<file path="src/rtl/alu_operand_stage.sv">
// Operand-preparation and result-capture stage around the low-power ALU's ripple-carry adder.
// Adder inputs are registered and only move on an accepted request, so the adder stays quiet otherwise.
module alu_operand_stage #(
    parameter int WIDTH = 32
) (
    input  logic             clk,
    input  logic             rst_n,
    input  logic             in_valid,
    output logic             in_ready,
    input  logic [1:0]       in_op,
    input  logic [WIDTH-1:0] in_a,
    input  logic [WIDTH-1:0] in_b,
    output logic [WIDTH-1:0] adder_in0,
    output logic [WIDTH-1:0] adder_in1,
    output logic             adder_carry_in,
    input  logic [WIDTH-1:0] adder_sum,
    input  logic             adder_carry_out,
    output logic             out_valid,
    input  logic             out_ready,
    output logic [WIDTH-1:0] out_result,
    output logic             out_carry,
    output logic             out_overflow,
    output logic             out_zero,
    output logic [1:0]       o_dbg_state
);

    typedef enum logic [1:0] {
        S_IDLE = 2'd0,
        S_EXEC = 2'd1,
        S_DONE = 2'd2
    } state_t;

    localparam logic [1:0] OP_ADD = 2'd0;
    localparam logic [1:0] OP_SUB = 2'd1;
    localparam logic [1:0] OP_INC = 2'd2;

    state_t             r_state;
    state_t             w_next_state;
    logic               w_in_ready;
    logic               w_accept;
    logic [WIDTH-1:0]   w_op_in0;
    logic [WIDTH-1:0]   w_op_in1;
    logic               w_op_cin;
    logic               w_overflow;

    logic [WIDTH-1:0]   r_in0;
    logic [WIDTH-1:0]   r_in1;
    logic               r_cin;
    logic [WIDTH-1:0]   r_result;
    logic               r_carry;
    logic               r_overflow;
    logic               r_zero;
    logic               r_out_valid;

    // Handshakes: a transfer happens on a rising edge where valid and ready are both high;
    // valid must be held until that edge, and ready may depend combinationally on the peer's ready.
    always_comb begin
        w_in_ready   = 1'b0;
        w_next_state = r_state;
        case (r_state)
            S_IDLE: begin
                w_in_ready = 1'b1;
                if (in_valid) w_next_state = S_EXEC;
            end
            S_EXEC: w_next_state = S_DONE;
            S_DONE: begin
                if (out_ready) begin
                    w_in_ready   = 1'b1;
                    w_next_state = in_valid ? S_EXEC : S_IDLE;
                end
            end
            default: w_next_state = S_IDLE;
        endcase
        if (!rst_n) w_in_ready = 1'b0;
    end

    assign w_accept = in_valid & w_in_ready;

    // SUB is a + ~b + 1; INC and PASS ignore operand B entirely.
    always_comb begin
        w_op_in0 = in_a;
        w_op_in1 = '0;
        w_op_cin = 1'b0;
        case (in_op)
            OP_ADD:  w_op_in1 = in_b;
            OP_SUB: begin
                w_op_in1 = ~in_b;
                w_op_cin = 1'b1;
            end
            OP_INC:  w_op_cin = 1'b1;
            default: w_op_cin = 1'b0;
        endcase
    end

    assign w_overflow = (r_in0[WIDTH-1] == r_in1[WIDTH-1]) &&
                        (adder_sum[WIDTH-1] != r_in0[WIDTH-1]);

    always_ff @(posedge clk or negedge rst_n) begin
        if (!rst_n) begin
            r_state <= S_IDLE;
        end else begin
            r_state <= w_next_state;
        end
    end

    always_ff @(posedge clk or negedge rst_n) begin
        if (!rst_n) begin
            r_in0 <= '0;
            r_in1 <= '0;
            r_cin <= 1'b0;
        end else if (w_accept) begin
            r_in0 <= w_op_in0;
            r_in1 <= w_op_in1;
            r_cin <= w_op_cin;
        end
    end

    // Result registers load only at the end of EXEC and hold through any downstream stall.
    always_ff @(posedge clk or negedge rst_n) begin
        if (!rst_n) begin
            r_result   <= '0;
            r_carry    <= 1'b0;
            r_overflow <= 1'b0;
            r_zero     <= 1'b0;
        end else if (r_state == S_EXEC) begin
            r_result   <= adder_sum;
            r_carry    <= adder_carry_out;
            r_overflow <= w_overflow;
            r_zero     <= (adder_sum == '0);
        end
    end

    always_ff @(posedge clk or negedge rst_n) begin
        if (!rst_n) begin
            r_out_valid <= 1'b0;
        end else if (r_state == S_EXEC) begin
            r_out_valid <= 1'b1;
        end else if (r_state == S_DONE && out_ready) begin
            r_out_valid <= 1'b0;
        end
    end

    assign in_ready       = w_in_ready;
    assign adder_in0      = r_in0;
    assign adder_in1      = r_in1;
    assign adder_carry_in = r_cin;
    assign out_valid      = r_out_valid;
    assign out_result     = r_result;
    assign out_carry      = r_carry;
    assign out_overflow   = r_overflow;
    assign out_zero       = r_zero;
    assign o_dbg_state    = r_state;

endmodule

</file>
<file path="config.mk">
export PLATFORM = sky130hd
export DESIGN_NAME = alu_operand_stage
export DESIGN_NICKNAME = d
export VERILOG_FILES = /design/src/rtl/alu_operand_stage.sv
export SDC_FILE = /design/constraint.sdc
export NUM_CORES = 1
export LEC_CHECK = 0
export ABC_CLOCK_PERIOD_IN_PS = 1500
export CAP_MARGIN = 5
export CORE_MARGIN = 3
export CORE_UTILIZATION = 38
export CTS_BUF_LIST = sky130_fd_sc_hd__clkbuf_16
export CTS_CLUSTER_DIAMETER = 200
export CTS_CLUSTER_SIZE = 24
export DETAILED_ROUTE_END_ITERATION = 10
export PLACE_DENSITY = 0.77
export SLEW_MARGIN = 30
export SYNTH_ARGS = -nofsm -noshare
export SYNTH_HDL_FRONTEND = slang
export SYNTH_SLANG_ARGS = --single-unit
export TNS_END_PERCENT = 5
</file>
<file path="constraint.sdc">
create_clock -name clk -period 1.5 [get_ports clk]
set_clock_uncertainty 0.15 [all_clocks]
set_input_delay 0.3 -clock clk [delete_from_list [all_inputs] [get_ports clk]]
set_output_delay 0.3 -clock clk [all_outputs]
set_load 0.02 [all_outputs]
</file>
==> results list <==
- Weighted congestion reported at the end of routability-driven placement: 0.8077
- The multi-input combinational cells in the finished layout cover a total of 1899 um2.
* Leakage power total: 3.341 nW
- The floorplan step set the die width to 115.4 um.
- Unrepaired setup endpoints after global routing: true
- Entering global routing, the biggest net connects 60 pins.
* Final Setup Violations: 98
* Sink count of the clock tree: 103
- After routing, the total negative slack on setup checks comes to -13220 ps.
* Register bit total from synthesis: 103
- Final Instance Area: 7081 um2
* Cell-by-cell trace of the critical path: buf_4, nand4b_1, buf_4, buf_12, mux2_4
- Total of fill cells in the finished design: 926
* # rows: 39
- Placed wire-length estimate: 8731 um
* Number of input and output port buffers inserted: 206
* Global-route usage over all layers: 17.77%
- Most used routing layer in global routing: met2
- When the netlist entered floorplanning its net count stood at 387.
* Vertical die dimension: 115.4 um
- The first global-routing pass estimated 18460 um of wire.
* Number of failing hold endpoints at the final stage: 0
- Latest clock arrival within the worst-skew pair: 330 ps
- Distinct cell type count of the synthesized netlist: 22
- Floorplan Core Area: 11560 um2
* Residual overflow from global routing: 0
- Most frequent cells in the layout: dfrtp_1 (101), clkdlybuf4s50_1 (100), mux2_4 (53)
- Max Cap Viol: 0
- Worst setup margin: -189.0 ps
- The H-tree was split into 3 levels.
- By instance count, the cell type seen most on the critical path is buf_4.
- Worst IR drop on VDD: 0.0008134 V
* Overall die area: 13310 um2
* Ratio of cells with drive above 1 in the final layout: 45.37%
- Share of the clock period used by the worst path after layout: 112.6%
* Via density: 4.849
- Type of the worst min-delay path: in2async
- For this run, the top clock speed supported by timing is 0.5921 GHz.
* Cell count after synthesis: 282
- Among all stages on the critical path, the largest delay is contributed by dfrtp_2.
* Avg Inst Size Synth: 16.11 um2
- Number of global-route vias before repair: 3580
* Power density relative to cell area: 1483 nW/um2
- Routed WL per cell: 17.41 um
* Clock tree from TritonCTS: built
- Worst max-slew margin expressed relative to the limit: 50.65%
- In the routed design, unresolved DRC markers number 0.
- After clock tree synthesis, the clock-pin slew on the worst setup and hold paths is 70 ps.
- Mapped Area: 4544 um2
- In this run the worst path has a maximum fanout of 12.
- Once detail routing completed, the nets flagged for antenna violations numbered 0.
- Met3 GRT Util: 5.526%
- After the last flow step, the layout net total stands at 618.
- Worst setup path category: reg2reg
* Root buffer cell: clkbuf_16
* Number of max-slew violations in the final report: 0
* Setup slack at placement: -711.1 ps
- Global routing consumed, on the met2 layer, 31.13% of the routing resources.
- In this run the deepest clock path goes through 2 buffers.
- Data on the critical path is required at its endpoint by 1570 ps.
- For this run, the number of Yosys warnings is 0.
- For this block, the initial DRC count from the detailed router was 90.
* Sum of routed wire length over all layers: 11510 um
- In this design, the stage delay of the slowest critical-path cell is 400 ps.
* Sequential Area: 2580 um2
- Number of antenna repair diodes: 0
* Result of the run: finished, violations left
- Buffers inserted during clock tree synthesis total 9.
* Crit path launch type: register
* Number of vias in the routed layout: 3205
- Final min period: 1689 ps
* Met1 demand-to-capacity share in global routing: 20.20%
- The initial antenna violation count came to 0.
- Post-Route Utilization: 61.22%
- Measured slew at the worst slew-check pin: 740.3 ps
- The setup check on the worst reg-to-reg path leaves a slack of -190 ps.
- Compared with the post-synthesis result, the final layout area differs by 55.81%.
- DRT Pass-1 Iters: 4
- Count of pins on the block boundary: 207
- For this configuration, the core starts out at a cell density of 39.29%.
- Placement Cell Area: 6970 um2
- Violations in the final reports: negative setup slack
* Setup crit end kind: register
- Data arrives at the worst endpoint at 1760 ps.
* Proportion of synthesized chip area in sequential cells: 56.72%
* Most common cell after layout, fill and taps aside: dfrtp_1
==> cells in the mapped netlist <==
library cell	instances	share of area, %
nand2_1	3	0.25
clkbuf_1	6	0.50
and3b_1	1	0.19
a21oi_1	3	0.33
nand4b_1	1	0.19
nor4_1	8	1.1
and2_1	2	0.28
mux2_2	53	13
nor2b_1	1	0.14
buf_2	3	0.33
mux2_1	27	6.7
buf_6	6	1.5
nor2_1	1	0.083
o21ai_0	2	0.22
o31ai_1	1	0.17
buf_4	2	0.33
inv_1	3	0.25
dfrtp_1	103	57
mux2_4	50	17
nand2b_1	2	0.28
nand4_1	2	0.28
ha_1	2	0.55
==> cells by family (layout without fill, tap and decap cells) <==
kind of cell | count (synthesis) | count (layout) | synth area share, %
adders and majority gates | 2 | 2 | 0.5506
muxes | 130 | 130 | 36.34
and+or+nand+nor | 21 | 21 | 2.781
DFF | 103 | 103 | 56.72
AOI/OAI and AO/OA | 6 | 6 | 0.7158
buffers and inverters | 20 | 256 | 2.891
==> routing by layer <==
layer  routed length (um)  share of wire, %
met1                 4382                38
met2                 5947                52
met3                  933               8.1
met4                  246               2.1
met5                    0                 0
==> power breakdown <==
part	leakage, nW	internal (mW)	total, mW	switching (mW)
clock network	0.133	1.10	2.06	0.968
logic	1.96	2.15	4.29	2.13
registers	1.25	3.66	4.15	0.490
==> final cells by class <==
cell class / instances / area share (%)
Clock inverter: 7 / 0.4594
Sequential cell: 103 / 36.44
Tap cell: 143 / 2.527
Multi-Input combinational cell: 159 / 26.82
Clock buffer: 9 / 3.181
Inverter: 3 / 0.1590
Timing Repair Buffer: 237 / 30.41
==> worst paths after layout <==
check / startpoint / to / cells after the start
setup reg to reg: o_dbg_state[0]$_DFFE_PN0P_ / adder_in1[19]$_DFFE_PN0P_ / 5
hold reg to reg: out_result[17]$_DFFE_PN0P_ / out_result[17]$_DFFE_PN0P_ / 1
hold / removal: rst_n / out_result[11]$_DFFE_PN0P_ / 2
max in group asynchronous: rst_n / adder_in1[14]$_DFFE_PN0P_ / 3
setup / recovery: o_dbg_state[0]$_DFFE_PN0P_ / adder_in1[19]$_DFFE_PN0P_ / 5
min in group clk: out_ready / out_valid$_DFFE_PN0P_ / 4
==> worst max-delay path, delay by kind of cell, from the launching register on <==
family | cells | cell delay (ps)
buf+inv | 3 | 500
flops | 1 | 400
mux | 1 | 300
simple gates | 1 | 210
==> registers in the layout, summed over array words and instances (netlist names) <==
name            count
adder_in0          32
adder_in1          32
adder_carry_in      1
out_carry           1
out_result         32
out_valid           1
o_dbg_state         2
out_zero            1
out_overflow        1
==> stage by stage <==
stage	hold WS, ps	cells	total power [mW]
after CTS	15.30	661	10.86
after global routing	61.91	661	11.10
final	2.069	661	10.50
after global placement	293.9	643	8.978
after detailed placement	305.9	643	9.090
after floorplan	-145.6	282	6.496
==> what timing repair did <==
action,in CTS,in global routing
gates cloned,0,0
endpoints found under the setup margin,197,165
resized for setup,237,72
endpoints found under the hold margin,44,0
hold buffers,1,0
pin swaps,1,0
buffers inserted,1,0
Power figures use the tool's default switching activity.
